===== config.mk =====
export PLATFORM = sky130hd
export DESIGN_NAME = mold_msg_buf
export DESIGN_NICKNAME = d
export VERILOG_FILES = /design/src/rtl/mold_msg_buf.sv
export SDC_FILE = /design/constraint.sdc
export NUM_CORES = 1
export LEC_CHECK = 0
export CAP_MARGIN = 10
export CORE_ASPECT_RATIO = 1.5
export CORE_MARGIN = 2
export CORE_UTILIZATION = 40
export DETAILED_ROUTE_END_ITERATION = 8
export MAX_ROUTING_LAYER = met4
export PLACE_DENSITY = 0.66
export SYNTH_ARGS = -nofsm -noshare
export SYNTH_HDL_FRONTEND = slang
export SYNTH_SLANG_ARGS = --single-unit

===== constraint.sdc =====
create_clock -name clk -period 39.5 [get_ports clk]
set_input_delay 7.9 -clock clk [delete_from_list [all_inputs] [get_ports clk]]
set_output_delay 7.9 -clock clk [all_outputs]
set_load 0.1 [all_outputs]

===== src/rtl/mold_msg_buf.sv =====
// mold_msg_buf: message beat buffer with whole-message space reservation and drop counting
module mold_msg_buf #(
  parameter int AXI_DATA_W = 64,
  parameter int AXI_KEEP_W = 8,
  parameter int ML_W       = 16,
  parameter int DEPTH      = 16,
  parameter int CNT_W      = 16
) (
  input  logic                  clk,
  input  logic                  nreset,
  input  logic                  mold_msg_v_i,
  input  logic                  mold_msg_start_i,
  input  logic [ML_W-1:0]       mold_msg_len_i,
  input  logic [AXI_KEEP_W-1:0] mold_msg_mask_i,
  input  logic [AXI_DATA_W-1:0] mold_msg_data_i,
  output logic                  itch_v_o,
  input  logic                  itch_ready_i,
  output logic                  itch_start_o,
  output logic                  itch_last_o,
  output logic [ML_W-1:0]       itch_len_o,
  output logic [AXI_KEEP_W-1:0] itch_mask_o,
  output logic [AXI_DATA_W-1:0] itch_data_o,
  output logic [CNT_W-1:0]      drop_cnt_o,
  output logic                  proto_err_o
);
  localparam int AW = $clog2(DEPTH);
  localparam int SH = $clog2(AXI_KEEP_W);
  localparam logic [ML_W-1:0] BB = ML_W'(AXI_KEEP_W);
  typedef enum logic [1:0] {IDLE, ACCEPT, DROP} state_t;
  state_t state, state_nx;
  logic [AW:0] wptr, rptr;
  logic [ML_W-1:0] rem, rem_nx, cur_len, cur_len_nx;
  logic [ML_W:0] beats, free;
  logic wr, pop, last, drop, err;
  logic [AXI_DATA_W-1:0] data_q [DEPTH];
  logic [AXI_KEEP_W-1:0] mask_q [DEPTH];
  logic [ML_W-1:0]       len_q  [DEPTH];
  logic                  start_q [DEPTH];
  logic                  last_q  [DEPTH];
  assign itch_v_o     = wptr != rptr;
  assign pop          = itch_v_o & itch_ready_i;
  assign itch_start_o = start_q[rptr[AW-1:0]];
  assign itch_last_o  = last_q[rptr[AW-1:0]];
  assign itch_len_o   = len_q[rptr[AW-1:0]];
  assign itch_mask_o  = mask_q[rptr[AW-1:0]];
  assign itch_data_o  = data_q[rptr[AW-1:0]];
  // Space check uses occupancy before any same-cycle pop
  assign free  = (ML_W+1)'(DEPTH) - (ML_W+1)'(wptr - rptr);
  assign beats = ({1'b0, mold_msg_len_i} + (ML_W+1)'(AXI_KEEP_W - 1)) >> SH;
  assign last  = mold_msg_start_i ? (mold_msg_len_i <= BB) : (rem <= BB);
  always_comb begin
    state_nx   = state;
    rem_nx     = rem;
    cur_len_nx = cur_len;
    wr         = 1'b0;
    drop       = 1'b0;
    err        = 1'b0;
    if (mold_msg_v_i) begin
      if (mold_msg_start_i) begin
        err        = (state != IDLE) || (mold_msg_len_i == '0);
        cur_len_nx = mold_msg_len_i;
        rem_nx     = mold_msg_len_i > BB ? mold_msg_len_i - BB : '0;
        if (mold_msg_len_i == '0) state_nx = IDLE;
        else if (beats <= free) begin
          wr       = 1'b1;
          state_nx = last ? IDLE : ACCEPT;
        end else begin
          drop     = 1'b1;
          state_nx = last ? IDLE : DROP;
        end
      end else if (state == IDLE) err = 1'b1;
      else begin
        wr       = state == ACCEPT;
        rem_nx   = rem > BB ? rem - BB : '0;
        state_nx = last ? IDLE : state;
      end
    end
  end
  always_ff @(posedge clk or negedge nreset) begin
    if (!nreset) begin
      state       <= IDLE;
      wptr        <= '0;
      rptr        <= '0;
      rem         <= '0;
      cur_len     <= '0;
      drop_cnt_o  <= '0;
      proto_err_o <= 1'b0;
    end else begin
      state       <= state_nx;
      rem         <= rem_nx;
      cur_len     <= cur_len_nx;
      wptr        <= wptr + (AW+1)'(wr);
      rptr        <= rptr + (AW+1)'(pop);
      proto_err_o <= proto_err_o | err;
      if (drop && !(&drop_cnt_o)) drop_cnt_o <= drop_cnt_o + CNT_W'(1);
    end
  end
  always_ff @(posedge clk) begin
    if (wr) begin
      data_q[wptr[AW-1:0]]  <= mold_msg_data_i;
      mask_q[wptr[AW-1:0]]  <= mold_msg_mask_i;
      len_q[wptr[AW-1:0]]   <= mold_msg_start_i ? mold_msg_len_i : cur_len;
      start_q[wptr[AW-1:0]] <= mold_msg_start_i;
      last_q[wptr[AW-1:0]]  <= last;
    end
  end
endmodule

After elaboration in Yosys (flattened, before gate mapping)
Memory sizes are Yosys's and may differ from the RTL's.
Index checks and enable logic that the tools add are counted.
{"block": "totals", "mem_count": 5, "wordCells": 67, "ram_bits": 1440, "mem_bits_ro": 0, "ff_bits": 61, "latch_bits": 0, "output_inout_bits": 108, "in_bits": 93}
{"memory": "data_q", "depth": 16, "width": 64, "read_ports": 1, "rd_ports_with_merged_regs": 0, "wr": 1, "line": "35", "source": "logic [AXI_DATA_W-1:0] data_q [DEPTH];"}
{"memory": "len_q", "depth": 16, "width": 16, "read_ports": 1, "rd_ports_with_merged_regs": 0, "wr": 1, "line": "37", "source": "logic [ML_W-1:0] len_q [DEPTH];"}
{"memory": "mask_q", "depth": 16, "width": 8, "read_ports": 1, "rd_ports_with_merged_regs": 0, "wr": 1, "line": "36", "source": "logic [AXI_KEEP_W-1:0] mask_q [DEPTH];"}
{"memory": "last_q", "depth": 16, "width": 1, "read_ports": 1, "rd_ports_with_merged_regs": 0, "wr": 1, "line": "39", "source": "logic last_q [DEPTH];"}
{"memory": "start_q", "depth": 16, "width": 1, "read_ports": 1, "rd_ports_with_merged_regs": 0, "wr": 1, "line": "38", "source": "logic start_q [DEPTH];"}
{"block": "op_classes", "eq_ne": 3, "shifts": 0, "bitwise_logic": 2, "n_reduce_logical": 10, "div_mod_pow": 0, "mux": 27, "n_lt_le_gt_ge": 5, "multipliers": 0, "addsub": 8}
{"cell": "$mux 16", "n": 5}
{"cell": "$gt 16x4->1 const B", "n": 2}
{"cell": "$le 16x4->1 const B", "n": 2}
{"cell": "$sub 16x4->16 const B", "n": 2}
{"cell": "$add 16x3->17 const B", "n": 1}
{"cell": "$le 14x17->1", "n": 1}
{"cell": "$add 16x1->16 const B", "n": 1}
{"cell": "$logic_not 16->1", "n": 1}
{"cell": "$mux 1", "n": 16}
{"cell": "$reduce_and 16->1", "n": 1}
{"cell": "$mux 2", "n": 6}
{"cell": "$add 5x1->5", "n": 2}
{"cell": "$sub 6x6->7 const A", "n": 1}
{"cell": "$sub 5x5->6", "n": 1}
{"cell": "$ne 5x5->1", "n": 1}
{"cell": "$reduce_bool 2->1", "n": 2}
{"cell": "$reduce_and 3->1", "n": 1}
{"cell": "$eq 2x1->1 const B", "n": 1}
{"cell": "$logic_not 2->1", "n": 1}
{"cell": "$ne 2x2->1 const B", "n": 1}
{"cell": "$reduce_and 2->1", "n": 1}
{"cell": "$and 1x1->1", "n": 1}
{"cell": "$logic_and 1x1->1", "n": 1}
{"cell": "$logic_not 1->1", "n": 1}
{"cell": "other kinds (2)", "n": 2}

Depth between registers and ports, before layout
Gate-level depths: netlist of the first run.
{"block": "depth", "word_depth": 9, "depth_mapped": 28, "ltp_nobuf": 25}

Worst setup path after synthesis of the first run
No wires, ideal clock.
{"block": "synth_timing", "path_kind": "input port to flip-flop", "startpoint": "input mold_msg_len_i[5]", "endpoint": "memory data_q[0][0], enable pin", "t_required_ns": 38.709, "cell_stages": 14, "arrival_ns": 19.275, "setup_slack_ns": 19.434, "path_buffers": 1, "setup_ns": 0.791, "path_cell_list": "buf_2 -> nand3_1 -> nor2_1 -> nand3_1 -> xnor2_1 -> ha_1 -> nor4b_1 -> mux2i_1 -> a31oi_1 -> o21ai_0 -> a32oi_1 -> a31oi_2 -> o21a_1 -> nor4b_1"}
{"block": "synth_via", "elab_chain_cells": 8}
{"item": "start: declaration", "line": "13", "source": "input logic [ML_W-1:0] mold_msg_len_i,"}
{"item": "$add 16x3->17", "line": "49", "source": "assign beats = ({1'b0, mold_msg_len_i} + (ML_W+1)'(AXI_KEEP_W - 1)) >> SH;"}
{"item": "$le 14x17->1", "line": "64", "source": "else if (beats <= free) begin"}
{"item": "$mux 1", "line": "64"}
{"item": "$mux 1 *", "line": "63", "source": "if (mold_msg_len_i == '0) state_nx = IDLE;"}
{"item": "$mux 1 *", "line": "59", "source": "if (mold_msg_start_i) begin"}
{"item": "$mux 1 *", "line": "58", "source": "if (mold_msg_v_i) begin"}
{"item": "$mux 1 *", "line": "99", "source": "if (wr) begin"}
{"item": "$mux 1 (implied by the code) *", "line": "100", "source": "data_q[wptr[AW-1:0]] <= mold_msg_data_i;"}
{"item": "end: declaration", "line": "35"}
Every way passes the cells marked *; elsewhere a longest branch is shown, timed or not.

Final worst setup path of the first run
{"block": "layout_timing", "startpoint": "register rptr[0]", "endpoint": "output itch_data_o[59]"}
{"block": "layout_via", "elab_chain_cells": 1}
{"item": "start: declaration", "line": "31", "source": "logic [AW:0] wptr, rptr;"}
{"item": "start signal: assignment", "line": "93", "source": "rptr <= rptr + (AW+1)'(pop);"}
{"item": "$mem_v2 16x64"}
{"item": "end: declaration", "line": "22", "source": "output logic [AXI_DATA_W-1:0] itch_data_o,"}
Every way passes these cells.

==> results of run 1 <==
## power by group through the flow
stage / Clock, mW / Sequential, mW / Combinational (mW)
global placement: 0 / 1.94 / 2.13
global route: 1.42 / 1.92 / 2.21
finish: 1.34 / 1.91 / 2.10
CTS: 1.37 / 1.91 / 2.14
floorplan: 0 / 1.92 / 1.63
detailed placement: 0 / 1.95 / 2.14
## worst min-delay path by stage
stage	to	from	cells past startpoint	slack (ns)
2_1_floorplan	rem[0]$_DFFE_PN0P_	rem[0]$_DFFE_PN0P_	2	0.44
3_3_place_gp	rem[0]$_DFFE_PN0P_	rem[0]$_DFFE_PN0P_	2	0.46
3_5_place_dp	proto_err_o$_DFF_PN0_	proto_err_o$_DFF_PN0_	1	0.45
4_1_cts	proto_err_o$_DFF_PN0_	proto_err_o$_DFF_PN0_	1	0.47
5_1_grt	proto_err_o$_DFF_PN0_	proto_err_o$_DFF_PN0_	1	0.49
6_report	proto_err_o$_DFF_PN0_	proto_err_o$_DFF_PN0_	1	0.46
## sequential cells by signal, indices dropped and copies added, names as in the netlist, 16 cells and up
| signal | cells |
|---|---|
| data_q | 1024 |
| cur_len | 16 |
| mask_q | 128 |
| last_q | 16 |
| start_q | 16 |
| len_q | 256 |
| rem | 16 |
| drop_cnt_o | 16 |
## through the flow
stage | hold slack (ns) | instances | utilization | instance area, sq um | setup WS, ns
after floorplan | 0.439 | 2493 | - | 58200 | 19.43
after global placement | 0.460 | 4526 | 0.433 | 62600 | 25.19
after detailed placement | 0.451 | 4526 | 0.433 | 62600 | 25.43
after CTS | 0.469 | 4779 | 0.464 | 67200 | 24.70
after global routing | 0.491 | 4792 | 0.465 | 67200 | 24.41
final | 0.459 | 4793 | 0.465 | 67200 | 25.01
## cell type report
class	count	area, sq um
fillers	11800	77400
well taps	1903	2380
multi-input cells	843	12900
flip-flops and latches	1501	44800
clock buffers	169	3660
inverters	26	103
repair buffers	253	2390
clock inverters	84	898
diodes	14	35.0
## routing by layer
| metal | share of wire | vias up | track usage |
|---|---|---|---|
| met1 | 0.40 | 14800 | 0.238 |
| met4 | 0.020 | 0 | 0.0480 |
| met2 | 0.51 | 921 | 0.303 |
| met5 | 0 | - | - |
| met3 | 0.069 | 186 | 0.0413 |
| li1 | - | 11200 | - |
## placed cells by master (no fill, tap or decap), drive strengths merged, types with 13 or more instances in the layout
| cell type | instances |
|---|---|
| edfxtp | 1440 |
| mux4 | 450 |
| clkdlybuf4s50 | 198 |
| clkbuf | 169 |
| dfrtp | 61 |
| buf | 55 |
| clkinv | 54 |
| nand2 | 45 |
| nor2 | 39 |
| inv | 34 |
| nand3 | 33 |
| xnor2 | 33 |
| mux2 | 31 |
| o21ai | 30 |
| ha | 25 |
| nor3 | 24 |
| a21oi | 19 |
| nor4 | 18 |
| diode | 14 |
| xor2 | 13 |
| bufinv | 13 |
## kinds of logic (layout without fill, tap and decap cells)
logic type / after synthesis / in the layout / share of synthesized area
AOI/OAI and AO/OA: 89 / 89 / 0.0104
xor gates and xnor gates: 46 / 46 / 0.00692
adders and majority gates: 26 / 26 / 0.00572
buffers and inverters: 149 / 532 / 0.00998
DFF: 1501 / 1501 / 0.769
muxes: 483 / 483 / 0.180
other: 0 / 14 / 0
and+or+nand+nor: 199 / 199 / 0.0172
## worst max-delay path: cells and delay by family, from the launching register on
| kind | cells | cell delay, ns |
|---|---|---|
| muxes | 2 | 1.22 |
| buffers and inverters | 4 | 3.49 |
| DFF | 1 | 0.95 |
==> run_summary.xml, run 1 <==
<?xml version="1.0" encoding="UTF-8"?>
<metrics>
  <group name="critical_path">
    <metric name="crit_path_max_fanout" unit="">48</metric>
    <metric name="rr_startpoint" unit="">rptr[0]$_DFF_PN0_</metric>
    <metric name="r2r-end" unit="">data_q[1][35]$_DFFE_PP_</metric>
    <metric name="crit_chain" unit="">buf_4 &gt; buf_4 &gt; buf_4 &gt; mux4_2 &gt; mux4_2 &gt; clkdlybuf4s50_1</metric>
    <metric name="crit_path_max_incr_delay" unit="ns">1.02</metric>
    <metric name="crit_path_max_delay_cell_type" unit="">sky130_fd_sc_hd__clkdlybuf4s50_1</metric>
    <metric name="crit_path_end_kind" unit="">primary output</metric>
    <metric name="cp_data_required_time" unit="ns">31.60</metric>
    <metric name="reg2reg_depth" unit="">22</metric>
    <metric name="worstSetupStartpointType" unit="">register</metric>
    <metric name="ff2ff_setup_slack" unit="ns">31.27</metric>
    <metric name="worstSetupEndpoint" unit="">itch_data_o[59]</metric>
    <metric name="timing_worst_setup_path_type" unit="">register to primary output</metric>
    <metric name="critPathArrivalTime" unit="ns">6.59</metric>
    <metric name="critical_path.startpoint" unit="">rptr[0]$_DFF_PN0_</metric>
    <metric name="cp_common_cell" unit="">sky130_fd_sc_hd__buf_4</metric>
  </group>
  <group name="clock_tree">
    <metric name="clock-sinks" unit="">1501</metric>
    <metric name="clock_tree_from_tritoncts" unit="">done</metric>
    <metric name="clkTransAtPathRegs" unit="ns">0.06</metric>
    <metric name="cts_max_path_buffers" unit="">3</metric>
    <metric name="worstSkewPairLatency" unit="ns">0.76</metric>
    <metric name="clock_buffers_created_by_tritoncts" unit="">139</metric>
    <metric name="post_cts_resized" unit="">0</metric>
    <metric name="cts_setup_buffers" unit="">0</metric>
    <metric name="ctsHoldBuffers" unit="">0</metric>
    <metric name="root_buffer" unit="">sky130_fd_sc_hd__clkbuf_16</metric>
    <metric name="htreeDepth" unit="">4</metric>
  </group>
  <group name="pwr">
    <metric name="post-layout-total-power" unit="mW">5.35</metric>
    <metric name="p_int" unit="mW">3.32</metric>
    <metric name="switching_power" unit="mW">2.04</metric>
    <metric name="max-vdd-ir-drop" unit="V">0.0000729</metric>
    <metric name="share_seq_of_total_power" unit="">0.357</metric>
    <metric name="power.static_leakage" unit="nW">20.9</metric>
    <metric name="fraction_of_power_spent_switching_nets" unit="">0.381</metric>
    <metric name="comb_power_share" unit="">0.393</metric>
    <metric name="clkPwrFrac" unit="">0.250</metric>
    <metric name="areal_power_density_over_the_cells" unit="mW/mm^2">79.7</metric>
  </group>
  <group name="global_routing">
    <metric name="grt_start_max_net_pins" unit="">70</metric>
    <metric name="grt_antenna_before_repair" unit="">16</metric>
    <metric name="total_routing_usage_gr" unit="">0.186</metric>
    <metric name="via_count_of_the_first_global_routing_pass" unit="">28900</metric>
    <metric name="gr-total-overflow" unit="">0</metric>
    <metric name="grt_first_pass_wirelength" unit="mm">196</metric>
  </group>
  <group name="logic_synthesis">
    <metric name="ys_seq_area_frac" unit="">0.769</metric>
    <metric name="synthDominantCellAreaShare" unit="">0.743</metric>
    <metric name="postSynthNetCount" unit="">2612</metric>
    <metric name="ys_top_cells_by_area" unit="">sky130_fd_sc_hd__edfxtp_1 74%, sky130_fd_sc_hd__mux4_2 17%, sky130_fd_sc_hd__dfrtp_1 2.6%</metric>
    <metric name="cell_with_the_most_instances_after_synthesis" unit="">sky130_fd_sc_hd__edfxtp_1</metric>
    <metric name="syn_area_per_cell" unit="sq um">23.3</metric>
    <metric name="post_synth_num_cell_types" unit="">60</metric>
    <metric name="yosys.area.top_type" unit="">sky130_fd_sc_hd__edfxtp_1</metric>
    <metric name="synth_cells" unit="">2493</metric>
    <metric name="ys_seq_elements" unit="">1501</metric>
    <metric name="synth_common_cells" unit="">1,440 x sky130_fd_sc_hd__edfxtp_1, 450 x sky130_fd_sc_hd__mux4_2, 68 x sky130_fd_sc_hd__clkbuf_1</metric>
    <metric name="ys.warnings.count" unit="">0</metric>
    <metric name="synthesis.area" unit="sq mm">0.0582</metric>
    <metric name="synth_top_flop_cell" unit="">sky130_fd_sc_hd__edfxtp_1</metric>
    <metric name="postSynth.asyncResetShare" unit="">0.0406</metric>
    <metric name="synth-edff-count" unit="">1440</metric>
  </group>
  <group name="place">
    <metric name="gp_routability_congestion" unit="">0.787</metric>
    <metric name="dp_hpwl" unit="mm">73.8</metric>
    <metric name="place.port_buffers" unit="">200</metric>
  </group>
  <group name="floorplanning">
    <metric name="die_boundary_width" unit="um">315</metric>
    <metric name="floorplan.die_area" unit="sq mm">0.149</metric>
    <metric name="floorplan.core_area" unit="sq mm">0.145</metric>
    <metric name="floorplan.die.height" unit="um">471</metric>
    <metric name="starting_utilization_of_the_core_area" unit="">0.402</metric>
    <metric name="top_level_ports" unit="">201</metric>
    <metric name="core.rowCount" unit="">171</metric>
  </group>
  <group name="sta">
    <metric name="fin_crit" unit="ns">14.49</metric>
    <metric name="timing.final.setup_violations" unit="">0</metric>
    <metric name="finalHoldViolations" unit="">0</metric>
    <metric name="report.final.slew_viol_count" unit="">0</metric>
    <metric name="timing.slew.headroom" unit="">0.150</metric>
    <metric name="maxClockFrequency" unit="GHz">0.0690</metric>
    <metric name="clock_skew" unit="ns">0.0287</metric>
    <metric name="rsz0062_at_grt" unit="">no</metric>
    <metric name="timing.final.crit_share" unit="">0.367</metric>
    <metric name="timing.setup.tns" unit="ns">0</metric>
    <metric name="timing_worst_slew_pin_value" unit="ns">1.27</metric>
  </group>
  <group name="route">
    <metric name="final_antenna_net_count" unit="">0</metric>
    <metric name="drc_violation_count_after_routing" unit="">0</metric>
    <metric name="routed_wl_per_cell" unit="um">27.8</metric>
    <metric name="drtPass1Iterations" unit="">7</metric>
    <metric name="routed_via_density" unit="">5.65</metric>
    <metric name="dr.first_iter.drc_count" unit="">2636</metric>
    <metric name="routed_wl" unit="mm">133</metric>
    <metric name="dr_total_vias" unit="">27100</metric>
  </group>
  <group name="layout">
    <metric name="num-nets-final" unit="">2883</metric>
    <metric name="share_of_cells_above_drive_strength_1" unit="">0.268</metric>
    <metric name="syn_to_final_growth" unit="%">15.5</metric>
  </group>
  <group name="job">
    <metric name="maxCapViolCount" unit="">0</metric>
  </group>
  <group name="min_path">
    <metric name="timing.hold.worst.class" unit="">register to register</metric>
  </group>
  <group name="outcome">
    <metric name="run_status" unit="">finished clean</metric>
  </group>
</metrics>
(Power assumes the default switching activity.)
==> inputs of run 2 (changes only) <==
- clock period: 39.5 -> 13.8 ns (I/O delays scaled with it)
==> run 2 against run 1 <==
Net effect:
- sequential cell count is the same
- setup slack worse by 20 ns
- global-route usage is 0.36 points lower
- critical endpoint is now itch_data_o[32]
- largest power group unchanged
- highest routed layer unchanged
==> run_summary.xml, run 2 (synthesis results as in run 1) <==
<?xml version="1.0" encoding="UTF-8"?>
<metrics>
  <group name="sta">
    <metric name="worst_slack_setup_final" unit="ns">4.61</metric>
    <metric name="timing.slew.headroom" unit="">0.179</metric>
    <metric name="finalHoldViolations" unit="">0</metric>
    <metric name="timing_worst_slew_pin_value" unit="ns">1.23</metric>
    <metric name="rsz0062_at_grt" unit="">no</metric>
    <metric name="maxClockFrequency" unit="GHz">0.109</metric>
    <metric name="clock_skew" unit="ns">0.0203</metric>
    <metric name="fin_crit" unit="ns">9.19</metric>
    <metric name="timing.final.setup_violations" unit="">0</metric>
    <metric name="timing.setup.tns" unit="ns">0</metric>
    <metric name="final.hold.worst_slack" unit="ns">0.472</metric>
    <metric name="timing.final.crit_share" unit="">0.666</metric>
    <metric name="report.final.slew_viol_count" unit="">0</metric>
  </group>
  <group name="clock_tree">
    <metric name="cts_setup_buffers" unit="">0</metric>
    <metric name="clock_tree_from_tritoncts" unit="">done</metric>
    <metric name="clock_buffers_created_by_tritoncts" unit="">140</metric>
    <metric name="cts_max_path_buffers" unit="">3</metric>
    <metric name="post_cts_resized" unit="">0</metric>
    <metric name="ctsHoldBuffers" unit="">0</metric>
    <metric name="clock-sinks" unit="">1501</metric>
    <metric name="worstSkewPairLatency" unit="ns">0.76</metric>
    <metric name="clkTransAtPathRegs" unit="ns">0.06</metric>
    <metric name="htreeDepth" unit="">4</metric>
    <metric name="root_buffer" unit="">sky130_fd_sc_hd__clkbuf_16</metric>
  </group>
  <group name="critical_path">
    <metric name="cp_data_required_time" unit="ns">11.04</metric>
    <metric name="r2r-end" unit="">data_q[1][59]$_DFFE_PP_</metric>
    <metric name="rr_startpoint" unit="">rptr[1]$_DFF_PN0_</metric>
    <metric name="crit_path_max_fanout" unit="">45</metric>
    <metric name="crit_path_end_kind" unit="">primary output</metric>
    <metric name="cp_common_cell" unit="">sky130_fd_sc_hd__buf_4</metric>
    <metric name="critPathArrivalTime" unit="ns">6.43</metric>
    <metric name="worstSetupStartpointType" unit="">register</metric>
    <metric name="reg2reg_depth" unit="">22</metric>
    <metric name="ff2ff_setup_slack" unit="ns">6.44</metric>
    <metric name="timing_worst_setup_path_type" unit="">register to primary output</metric>
    <metric name="crit_path_max_delay_cell_type" unit="">sky130_fd_sc_hd__clkdlybuf4s50_1</metric>
    <metric name="crit_chain" unit="">buf_4 &gt; buf_4 &gt; buf_4 &gt; mux4_2 &gt; mux4_2 &gt; clkdlybuf4s50_1</metric>
    <metric name="crit_path_max_incr_delay" unit="ns">1.01</metric>
  </group>
  <group name="pwr">
    <metric name="areal_power_density_over_the_cells" unit="mW/mm^2">228</metric>
    <metric name="max-vdd-ir-drop" unit="V">0.000254</metric>
    <metric name="power.static_leakage" unit="nW">20.8</metric>
    <metric name="post-layout-total-power" unit="mW">15.3</metric>
  </group>
  <group name="route">
    <metric name="dr.first_iter.drc_count" unit="">2417</metric>
    <metric name="final_antenna_net_count" unit="">0</metric>
    <metric name="routed_via_density" unit="">5.58</metric>
    <metric name="drtPass1Iterations" unit="">5</metric>
    <metric name="routed_wl" unit="mm">131</metric>
    <metric name="drc_violation_count_after_routing" unit="">0</metric>
    <metric name="routed_wl_per_cell" unit="um">27.3</metric>
    <metric name="dr_total_vias" unit="">26700</metric>
  </group>
  <group name="place">
    <metric name="place_inst" unit="">4524</metric>
    <metric name="dp_hpwl" unit="mm">76.7</metric>
    <metric name="place_worst_setup_slack" unit="ns">5.07</metric>
    <metric name="gp_routability_congestion" unit="">0.822</metric>
    <metric name="postPlaceCellArea" unit="sq mm">0.0626</metric>
    <metric name="place.port_buffers" unit="">200</metric>
  </group>
  <group name="layout">
    <metric name="num-nets-final" unit="">2884</metric>
    <metric name="nFillCells" unit="">11800</metric>
    <metric name="mostFrequentLayoutCells" unit="">1,440 x sky130_fd_sc_hd__edfxtp_1, 450 x sky130_fd_sc_hd__mux4_2, 198 x sky130_fd_sc_hd__clkdlybuf4s50_1</metric>
    <metric name="postLayoutCellArea" unit="sq mm">0.0670</metric>
    <metric name="final_cells" unit="">4788</metric>
    <metric name="mostFrequentLayoutCell" unit="">sky130_fd_sc_hd__edfxtp_1</metric>
    <metric name="largest_register_ff_count" unit="">1024</metric>
    <metric name="postLayoutCoreUtil" unit="">0.464</metric>
    <metric name="share_of_cells_above_drive_strength_1" unit="">0.261</metric>
    <metric name="syn_to_final_growth" unit="%">15.2</metric>
  </group>
  <group name="min_path">
    <metric name="worst_hold_startpoint" unit="">rem[1]$_DFFE_PN0P_</metric>
    <metric name="timing.hold.worst.class" unit="">register to register</metric>
    <metric name="hold_path_end" unit="">rem[1]$_DFFE_PN0P_</metric>
    <metric name="holdPathStages" unit="">2</metric>
  </group>
  <group name="job">
    <metric name="maxCapViolCount" unit="">0</metric>
  </group>
  <group name="global_routing">
    <metric name="grt_use_met1" unit="">0.227</metric>
    <metric name="total_routing_usage_gr" unit="">0.183</metric>
    <metric name="busiest_layer" unit="">met2</metric>
    <metric name="grt_first_pass_wirelength" unit="mm">192</metric>
    <metric name="globalRouteMet2Util" unit="">0.301</metric>
    <metric name="grt_antenna_before_repair" unit="">10</metric>
    <metric name="gr-total-overflow" unit="">0</metric>
    <metric name="grt_start_max_net_pins" unit="">111</metric>
    <metric name="via_count_of_the_first_global_routing_pass" unit="">28300</metric>
    <metric name="global_route.usage.met3" unit="">0.0355</metric>
  </group>
  <group name="floorplanning">
    <metric name="starting_utilization_of_the_core_area" unit="">0.402</metric>
    <metric name="die_boundary_width" unit="um">315</metric>
    <metric name="core.rowCount" unit="">171</metric>
    <metric name="floorplan.die_area" unit="sq mm">0.149</metric>
    <metric name="floorplan.core_area" unit="sq mm">0.145</metric>
    <metric name="top_level_ports" unit="">201</metric>
    <metric name="floorplan.die.height" unit="um">471</metric>
  </group>
  <group name="outcome">
    <metric name="run_status" unit="">finished clean</metric>
  </group>
</metrics>
-- run 2: layout make-up --
cell class | instances | area, sq um | share of cell area
Multi-Input combinational cell | 843 | 13000 | 0.193
Antenna cell | 8 | 20.0 | 0.000299
Inverter | 26 | 103 | 0.00153
Sequential cell | 1501 | 44800 | 0.668
Tap cell | 1903 | 2380 | 0.0355
Clock buffer | 181 | 3710 | 0.0553
Timing Repair Buffer | 253 | 2410 | 0.0359
Clock inverter | 73 | 678 | 0.0101
-- run 2: how the worst max path moves through the flow --
stage / startpoint / endpoint / slack (ns) / depth (start not counted)
after floorplan: mold_msg_len_i[5] / data_q[0][0]$_DFFE_PP_ / -1.13 / 14
after global placement: mold_msg_len_i[2] / data_q[1][58]$_DFFE_PP_ / 4.88 / 17
after detailed placement: mold_msg_len_i[1] / data_q[1][48]$_DFFE_PP_ / 5.07 / 17
after CTS: rptr[0]$_DFF_PN0_ / itch_data_o[32] / 4.38 / 6
after global routing: rptr[0]$_DFF_PN0_ / itch_len_o[3] / 4.11 / 6
final: rptr[0]$_DFF_PN0_ / itch_data_o[32] / 4.61 / 6
-- run 2: critical path: cells and delay by family (launching register included) --
kind | cells | cell delay [ns]
buffers and inverters | 4 | 3.35
multiplexers | 2 | 1.17
flip-flops | 1 | 0.93
-- run 2: power by group --
group          total (mW)  switching (mW)  internal (mW)
logic                6.14            4.06           2.09
registers            5.45           0.196           5.26
clock network        3.71            1.64           2.07
total                15.3            5.89           9.41
-- run 2: per-layer routing --
metal / wire, um / up-vias
li1: - / 11200
met1: 51100 / 14400
met2: 67200 / 929
met3: 8200 / 212
met4: 4020 / 0
met5: 0 / -
